### config.mk
export PLATFORM = sky130hd
export DESIGN_NAME = imem_fetch_ctrl_flat
export DESIGN_NICKNAME = d
export VERILOG_FILES = /design/src/rtl/imem_fetch_ctrl_if.sv /design/src/rtl/imem_fetch_ctrl.sv /design/src/flat_wrapper.sv
export SDC_FILE = /design/constraint.sdc
export NUM_CORES = 2
export LEC_CHECK = 0
export BUFFER_PORTS_ARGS = -buffer_cell sky130_fd_sc_hd__buf_2
export CORE_MARGIN = 2
export CORE_UTILIZATION = 40
export DETAILED_ROUTE_END_ITERATION = 12
export HOLD_SLACK_MARGIN = 0.03
export PLACE_DENSITY = 0.67
export SETUP_SLACK_MARGIN = 0.02
export SLEW_MARGIN = 20
export SYNTH_ARGS = -nofsm -noshare
export SYNTH_HDL_FRONTEND = slang
export SYNTH_SLANG_ARGS = --single-unit
### constraint.sdc
create_clock -name clk -period 4.8 [get_ports clk]
set_clock_uncertainty 0.15 [all_clocks]
set_input_delay 0.24 -clock clk [delete_from_list [all_inputs] [get_ports clk]]
set_output_delay 0.24 -clock clk [all_outputs]
set_load 0.01 [all_outputs]
### src/rtl/imem_fetch_ctrl_if.sv
// Loader stream and IF-stage fetch bundle for imem_fetch_ctrl.
// fetch_fault exists only when IMEM_BOUNDS_CHECK_EN is defined.
interface imem_fetch_ctrl_if #(
    parameter int unsigned DEPTH = 64
);
    localparam int unsigned AW = $clog2(DEPTH);

    logic          load_valid;
    logic          load_ready;
    logic [31:0]   load_data;
    logic          load_last;
    logic          load_start;
    logic          fetch_req;
    logic [31:0]   fetch_pc;
    logic [31:0]   instruction;
    logic          inst_valid;
    logic          cpu_stall;
    logic [AW:0]   load_count;
`ifdef IMEM_BOUNDS_CHECK_EN
    logic          fetch_fault;
`endif

    modport master (
        output load_valid, load_data, load_last, load_start, fetch_req, fetch_pc,
        input  load_ready, instruction, inst_valid, cpu_stall, load_count
`ifdef IMEM_BOUNDS_CHECK_EN
        , input fetch_fault
`endif
    );

    modport slave (
        input  load_valid, load_data, load_last, load_start, fetch_req, fetch_pc,
        output load_ready, instruction, inst_valid, cpu_stall, load_count
`ifdef IMEM_BOUNDS_CHECK_EN
        , output fetch_fault
`endif
    );
endinterface

### src/rtl/imem_fetch_ctrl.sv
// Loadable instruction RAM: accepts a program, NOP-fills the tail, then serves fetches.
// Optional out-of-range fetch detection with sticky fault: IMEM_BOUNDS_CHECK_EN.
module imem_fetch_ctrl #(
    parameter int unsigned DEPTH    = 64,
    parameter logic [31:0] NOP_WORD = 32'h0000_0013
) (
    input  logic              clk,
    input  logic              rst,
    imem_fetch_ctrl_if.slave  bus
);
    localparam int unsigned AW = $clog2(DEPTH);
    localparam int unsigned CW = AW + 1;

    typedef enum logic [1:0] {ST_LOAD, ST_CLEAR, ST_RUN} state_e;

    state_e          state_q;
    logic [AW-1:0]   wr_ptr_q;
    logic [CW-1:0]   load_count_q;
    logic            load_ready_q;
    logic            cpu_stall_q;
    logic            inst_valid_q;
    logic [31:0]     instruction_q;
    logic [31:0]     mem [DEPTH];

    logic            accept_c;
    logic            mem_we_c;
    logic [31:0]     mem_wdata_c;
    logic [AW-1:0]   rd_addr_c;
    logic            oob_c;
    logic            unused_c;

    always_comb begin
        accept_c    = (state_q == ST_LOAD) && bus.load_valid && load_ready_q;
        mem_we_c    = accept_c || (state_q == ST_CLEAR);
        mem_wdata_c = (state_q == ST_CLEAR) ? NOP_WORD : bus.load_data;
        rd_addr_c   = bus.fetch_pc[AW+1:2];
`ifdef IMEM_BOUNDS_CHECK_EN
        oob_c       = |bus.fetch_pc[31:AW+2];
        unused_c    = ^bus.fetch_pc[1:0];
`else
        oob_c       = 1'b0;
        unused_c    = ^{bus.fetch_pc[31:AW+2], bus.fetch_pc[1:0]};
`endif
    end

    // RAM has no reset: contents survive rst and are rewritten by the next load
    always_ff @(posedge clk) begin
        if (mem_we_c) begin
            mem[wr_ptr_q] <= mem_wdata_c;
        end
    end

`ifdef IMEM_BOUNDS_CHECK_EN
    logic fetch_fault_q;
    assign bus.fetch_fault = fetch_fault_q;
`endif

    always_ff @(posedge clk or posedge rst) begin
        if (rst) begin
            state_q       <= ST_LOAD;
            wr_ptr_q      <= '0;
            load_count_q  <= '0;
            load_ready_q  <= 1'b0;
            cpu_stall_q   <= 1'b1;
            inst_valid_q  <= 1'b0;
            instruction_q <= NOP_WORD;
`ifdef IMEM_BOUNDS_CHECK_EN
            fetch_fault_q <= 1'b0;
`endif
        end else begin
            inst_valid_q <= 1'b0;
            case (state_q)
                ST_LOAD: begin
                    load_ready_q <= 1'b1;
                    if (accept_c) begin
                        wr_ptr_q <= wr_ptr_q + AW'(1);
                        if (load_count_q < CW'(DEPTH)) begin
                            load_count_q <= load_count_q + CW'(1);
                        end
                        // Last slot filled: nothing left to NOP-fill
                        if (wr_ptr_q == AW'(DEPTH - 1)) begin
                            state_q      <= ST_RUN;
                            cpu_stall_q  <= 1'b0;
                            load_ready_q <= 1'b0;
                        end else if (bus.load_last) begin
                            state_q      <= ST_CLEAR;
                            load_ready_q <= 1'b0;
                        end
                    end
                end
                ST_CLEAR: begin
                    wr_ptr_q <= wr_ptr_q + AW'(1);
                    if (wr_ptr_q == AW'(DEPTH - 1)) begin
                        state_q     <= ST_RUN;
                        cpu_stall_q <= 1'b0;
                    end
                end
                ST_RUN: begin
                    if (bus.fetch_req) begin
                        inst_valid_q  <= 1'b1;
                        instruction_q <= oob_c ? NOP_WORD : mem[rd_addr_c];
`ifdef IMEM_BOUNDS_CHECK_EN
                        if (oob_c) fetch_fault_q <= 1'b1;
`endif
                    end
                    // Reload still lets this cycle's fetch complete
                    if (bus.load_start) begin
                        state_q      <= ST_LOAD;
                        wr_ptr_q     <= '0;
                        load_count_q <= '0;
                        cpu_stall_q  <= 1'b1;
                        load_ready_q <= 1'b0;
`ifdef IMEM_BOUNDS_CHECK_EN
                        fetch_fault_q <= 1'b0;
`endif
                    end
                end
                default: begin
                    state_q <= ST_LOAD;
                end
            endcase
        end
    end

    assign bus.load_ready  = load_ready_q;
    assign bus.cpu_stall   = cpu_stall_q;
    assign bus.inst_valid  = inst_valid_q;
    assign bus.instruction = instruction_q;
    assign bus.load_count  = load_count_q;
endmodule

### src/flat_wrapper.sv
// flat-port wrapper written by rule: the top's interface ports become plain ports
module imem_fetch_ctrl_flat 
#(
    parameter int unsigned DEPTH    = 64,
    parameter logic [31:0] NOP_WORD = 32'h0000_0013
)
  (clk, rst, bus_load_valid, bus_load_data, bus_load_last, bus_load_start, bus_fetch_req, bus_fetch_pc, bus_load_ready, bus_instruction, bus_inst_valid, bus_cpu_stall, bus_load_count);
  imem_fetch_ctrl_if #(.DEPTH(DEPTH)) bus_i ();
  input  logic clk;
  input  logic rst;
  input wire logic [$bits(bus_i.load_valid)-1:0] bus_load_valid;
  input wire logic [$bits(bus_i.load_data)-1:0] bus_load_data;
  input wire logic [$bits(bus_i.load_last)-1:0] bus_load_last;
  input wire logic [$bits(bus_i.load_start)-1:0] bus_load_start;
  input wire logic [$bits(bus_i.fetch_req)-1:0] bus_fetch_req;
  input wire logic [$bits(bus_i.fetch_pc)-1:0] bus_fetch_pc;
  output wire logic [$bits(bus_i.load_ready)-1:0] bus_load_ready;
  output wire logic [$bits(bus_i.instruction)-1:0] bus_instruction;
  output wire logic [$bits(bus_i.inst_valid)-1:0] bus_inst_valid;
  output wire logic [$bits(bus_i.cpu_stall)-1:0] bus_cpu_stall;
  output wire logic [$bits(bus_i.load_count)-1:0] bus_load_count;
  assign bus_i.load_valid = bus_load_valid;
  assign bus_i.load_data = bus_load_data;
  assign bus_i.load_last = bus_load_last;
  assign bus_i.load_start = bus_load_start;
  assign bus_i.fetch_req = bus_fetch_req;
  assign bus_i.fetch_pc = bus_fetch_pc;
  assign bus_load_ready = bus_i.load_ready;
  assign bus_instruction = bus_i.instruction;
  assign bus_inst_valid = bus_i.inst_valid;
  assign bus_cpu_stall = bus_i.cpu_stall;
  assign bus_load_count = bus_i.load_count;
  imem_fetch_ctrl #(.DEPTH(DEPTH), .NOP_WORD(NOP_WORD)) u_core (.clk(clk), .rst(rst), .bus(bus_i));
endmodule
Yosys cells after proc, flatten, opt, wreduce, memory -nomap -nowiden
Memory sizes are Yosys's and may differ from the RTL's. A register that Yosys moved wholly into a read port is not among the register bits.
Index checks and enable logic that the tools add are counted.
Storage, ports and cells
  word-level logic and storage cells: 56
  RAM bits: 2048
  memories kept: 1
  output and inout port bits: 42
  register bits after elaboration: 18
  input port bits: 70
Operators by class
  add/sub/neg operators: 2
  equal/unequal tests: 8
  $lt $le $gt $ge: 1
  reduce and logical (&&, ||, !) cells: 11
  muxes and demuxes: 27
Memories
  u_core.mem: depth 64, bits a word 32, read ports 1, clocked after Yosys merged registers in 1, write ports 1, RTL line imem_fetch_ctrl.sv:23  | logic [31:0] mem [DEPTH];
Operator list (number)
  32-bit two-way mux: 1
  7-bit two-way mux: 3
  6-bit case mux with 3 select lines: 1
  7-bit case mux with 2 select lines: 1
  6-bit two-way mux: 2
  1-bit two-way mux: 11
  2-bit two-way mux: 5
  4-bit AND reduction: 2
  7-bit by 1-bit adder with 7-bit output, second input constant: 1
  7-bit less-than comparator, second input constant: 1
  6-bit by 1-bit adder with 6-bit output, second input constant: 1
  6-bit == test, second input constant: 1
  2-bit inequality test, second input constant: 3
  2-bit case mux with 3 select lines: 1
  2-bit AND reduction: 2
  3-bit inequality test, second input constant: 1
  1-bit case mux with 3 select lines: 1
  3-bit AND reduction: 1
  3-bit nonzero test: 1
  2-bit by 1-bit == test with 1-bit output, second input constant: 1
  2-bit == test, second input constant: 1
  1-bit logical AND: 2
  2-bit zero test: 1
  2-bit by 1-bit inequality test with 1-bit output, second input constant: 1
  3 further kinds: 3

Longest topological paths before layout
  word-level depth: 6
  mapped depth: 11
  mapped depth without buffers: 7

Worst setup path before layout
No wires, ideal clock.
  kind: register -> register
  start point: reg u_core.state_q[0]
  end point: mem u_core.mem[46][0] (enable)
  period minus slack after synthesis: 3287 ps
  required time: 4229 ps
  buffers on the path: 1
  cell stages (with the launch flop): 6
  setup time: 421 ps
  arrival: 2716 ps
  setup slack: 1513 ps
  cell sequence: dfrtp_1 clkbuf_1 a21oi_1 nor3_1 nand3_1 nor2_1
Between the ends
  cells in the longest elaborated chain, start to end: 6
  elaborated cells on any way between the ends: 7
  those cells by class: eq/ne: 1; mux: 2; reduce/logical: 4
RTL lines
  from (decl): RTL line imem_fetch_ctrl.sv:16  | state_e state_q;
  from (signal assigned): RTL line imem_fetch_ctrl.sv:60  | state_q <= ST_LOAD;
  from (signal assigned): RTL line imem_fetch_ctrl.sv:82  | state_q <= ST_RUN;
  from (signal assigned): RTL line imem_fetch_ctrl.sv:86  | state_q <= ST_CLEAR;
  2-bit zero test: RTL line imem_fetch_ctrl.sv:33  | accept_c = (state_q == ST_LOAD) && bus.load_valid && load_ready_q;
  1-bit logical AND (2 in a row): RTL line imem_fetch_ctrl.sv:33
  1-bit logical OR *: RTL line imem_fetch_ctrl.sv:34  | mem_we_c = accept_c || (state_q == ST_CLEAR);
  1-bit two-way mux *: RTL line imem_fetch_ctrl.sv:48  | if (mem_we_c) begin
  1-bit two-way mux (implied by the code) *: RTL line imem_fetch_ctrl.sv:49  | mem[wr_ptr_q] <= mem_wdata_c;
  to (decl): RTL line imem_fetch_ctrl.sv:23
Every way passes the cells marked *; elsewhere a longest branch is shown, timed or not.

Worst setup path in the final report
  start point: reg u_core.state_q[0]
  end point: mem u_core.mem[56][14] (enable)
Same word-level chain as after synthesis.

==> impl_metrics.toml <==
[outcome]
outcome = "finished clean"

[pwr]
clkPwrFrac_pct = 35.3
netSwitchingPower_mw = 11.3
seqPwrFrac_pct = 52.3
p_leak_nw = 30.3
total_power_mw = 44.2
ir_drop_mv = 0.353
swShare_pct = 25.6
power_density_mw_per_mm2 = 479
p_int_mw = 32.9
combPwrFrac_pct = 12.4

[clocking]
cts_setup_buffers = 0
holdBufCountCts = 22
ctsResizeCount = 0
cts_tree = "yes"
htreeDepth = 4
insertion_delay_ns = 0.82
clockBufferDepth = 3
clock_sinks = 2098
root_buffer = "clkbuf_16"
path_clk_slew_ns = 0.06
cts_buffers = 204

[synth]
ys_warn_count = 0
synth_area_leaders = "edfxtp_1 76%, mux4_2 8.9%, mux2i_1 5.6%"
syn_area_mm2 = 0.0806
synth_top_area_share_pct = 76.3
ys_types = 46
syn_inst = 3837
yosys.area.top_type = "edfxtp_1"
ys_ff_latch = 2098
seq_area_frac_synth_pct = 77.8
synth_area_per_cell_um2 = 21.0
synth_nets = 3909

[global_route]
track_usage_pct = 18.9
grt_pass1_vias = 39300
antenna_found_initial = 8
grt_overflow = 0
grt_pass1_wl_mm = 280
grt_max_degree = 99

[critical_path]
r2r_start = "u_core.state_q[0]"
crit_path_start_kind = "flop"
crit_arrival_ns = 3.58
critPathCaptureType = "flop"
reg2reg_setup_slack_ns = 1.57
worst-path-max-fanout = 17
worst_ep_required_time_ns = 5.15
r2r_cells = 6
r2r-end = "u_core.mem[56][14]"
critPathKind = "flop to flop"

[die]
start_util_pct = 40.3
io_pins = 112
die_h_um = 453
coreArea_mm2 = 0.200
rows = 164
die_area_mm2 = 0.205
die_w_um = 453

[placement]
gp_congestion = 0.827
pre_cts_ws_ns = 1.17
dp_cells = 6545
hpwl_mm = 109
placed_cell_area_mm2 = 0.0857
portBuffers = 85

[timing]
fin_hold_ws_ns = 0.108
rsz0062_at_grt = "false"
max_slew_margin_pct = 26.3
fmax_mhz = 310
finalHoldViolations = 0
period_minus_slack_ns = 3.23
postLayoutSetupSlackWorst_ns = 1.57
setup_viol = 0
slew_viol_final = 0
min_period_over_period_pct = 67.3
tns_ns = 0
tightestPinTransition_ns = 1.08

[hold_path]
hp-start = "bus_load_data[2]"
hold_class = "input pin to flop"
hold-path-endpoint = "u_core.mem[10][2]"
hold_path_depth = 2

[route]
ant_nets = 0
dr_total_vias = 39700
wl_per_cell_um = 28.3
first_pass_iters = 5
drc_errors = 0
drt-initial-drc-count = 4727
viasPerCell = 5.71
drt_wl_total_mm = 197

[layout]
post-route-cell-area_mm2 = 0.0924
syn_to_final_growth_pct = 14.6
layout.nets = 4189
fin_cells = 6951
post-route-util_pct = 46.2
layout-drive-gt1-share_pct = 24.1

[flow_run]
cap_violations = 0
==> cell families (layout without fill, tap and decap cells) <==
family | after synthesis | count (layout) | share of synthesized area (%)
mux | 801 | 801 | 15.0
simple gates | 226 | 226 | 1.40
flops | 2098 | 2098 | 77.8
buf+inv | 234 | 689 | 1.37
xor+xnor | 6 | 6 | 0.0652
other cells | 0 | 3 | 0
compound gates | 470 | 470 | 4.34
fa+ha+maj | 2 | 2 | 0.0310
==> power groups by stage <==
stage | sequential, mW | clock (mW) | combinational [mW]
global placement | 23.5 | 0 | 5.35
global route | 23.2 | 16.6 | 5.78
CTS | 23.2 | 15.8 | 5.52
finish | 23.2 | 15.6 | 5.47
floorplan | 23.5 | 0 | 2.76
detailed placement | 23.5 | 0 | 5.50
==> routing by layer <==
| layer | vias up | part of all wire, % | global-route usage (%) |
|---|---|---|---|
| li1 | 16700 | - | - |
| met1 | 21100 | 40 | 25.3 |
| met2 | 1643 | 50 | 31.3 |
| met3 | 289 | 6.8 | 2.85 |
| met4 | 0 | 3.5 | 6.90 |
| met5 | - | 0 | 0 |
==> cell usage in the layout (no fill, tap or decap), types with 4 or more instances in the layout <==
cell type	instances
edfxtp_1	2048
mux2i_1	448
mux4_2	320
clkbuf_16	207
buf_4	174
a22oi_1	160
buf_2	82
nor2_4	65
a211oi_1	64
clkinv_1	47
dfrtp_1	46
clkinv_2	45
clkbuf_1	42
nand3_1	39
o21ai_0	36
nor2b_1	35
a31oi_1	34
o22ai_1	33
a22o_1	32
o211ai_1	32
a221o_1	32
a2111oi_0	31
and2_2	29
mux2_2	28
buf_12	23
dlygate4sd3_1	22
nor2_1	17
bufinv_16	15
nand2_1	14
a21oi_1	7
mux2_1	5
clkinv_8	5
clkbuf_8	5
clkinvlp_4	5
a21o_1	4
inv_6	4
dfstp_2	4
==> flip-flops by register name, indices dropped and copies added (netlist names) <==
name,flops
u_core.bus.load_ready,1
u_core.mem,2048
u_core.state_q,2
u_core.bus.cpu_stall,1
u_core.bus.inst_valid,1
u_core.bus.instruction,32
u_core.bus.load_count,7
u_core.wr_ptr_q,6
==> area by class of cell <==
type	count	area (um2)
Antenna cell	3	7.51
Clock buffer	254	5410
Clock inverter	127	1120
Fill cell	16400	108000
Inverter	4	15.0
Multi-Input combinational cell	1505	17300
Sequential cell	2098	62800
Tap cell	2656	3320
Timing Repair Buffer	304	2440
==> how the worst max path moves through the flow <==
stage                     startpoint                         end  slack (ns)  cells past startpoint
2_1_floorplan      u_core.state_q[0]           u_core.mem[46][0]        1.51                      5
6_report           u_core.state_q[0]          u_core.mem[56][14]        1.57                      6
5_1_grt        u_core.bus.load_ready          u_core.mem[56][14]        1.42                      6
4_1_cts            u_core.state_q[0]          u_core.mem[56][14]        1.54                      6
3_5_place_dp         bus_fetch_pc[4]  u_core.bus.instruction[22]        1.17                      8
3_3_place_gp         bus_fetch_pc[4]   u_core.bus.instruction[7]        1.18                      7
==> synthesized netlist by cell type, drive strengths merged <==
library cell,n
edfxtp,2048
mux2i,448
mux4,320
a22oi,160
buf,134
clkbuf,96
nor2,84
a211oi,64
dfrtp,46
nand3,39
nor2b,38
o21ai,36
a31oi,34
mux2,33
o22ai,33
a2111oi,32
a221o,32
a22o,32
o211ai,32
and2,30
nand2,16
a21oi,7
nand2b,5
a21o,4
dfstp,4
inv,4
nor3,3
xnor2,3
xor2,3
ha,2
nand3b,2
nand4,2
or3,2
or3b,2
a311oi,1
a31o,1
and4,1
nand4bb,1
o211a,1
o31ai,1
or2,1
==> critical path: stages, from the launching register on <==
cell and delay [ns]:
dfrtp_1 0.52, a21oi_1 0.13, nor3_1 0.15, buf_4 0.19, nand2_1 0.51, nor2_4 0.95
buf_12 0.28
Power figures use the tool's default switching activity.
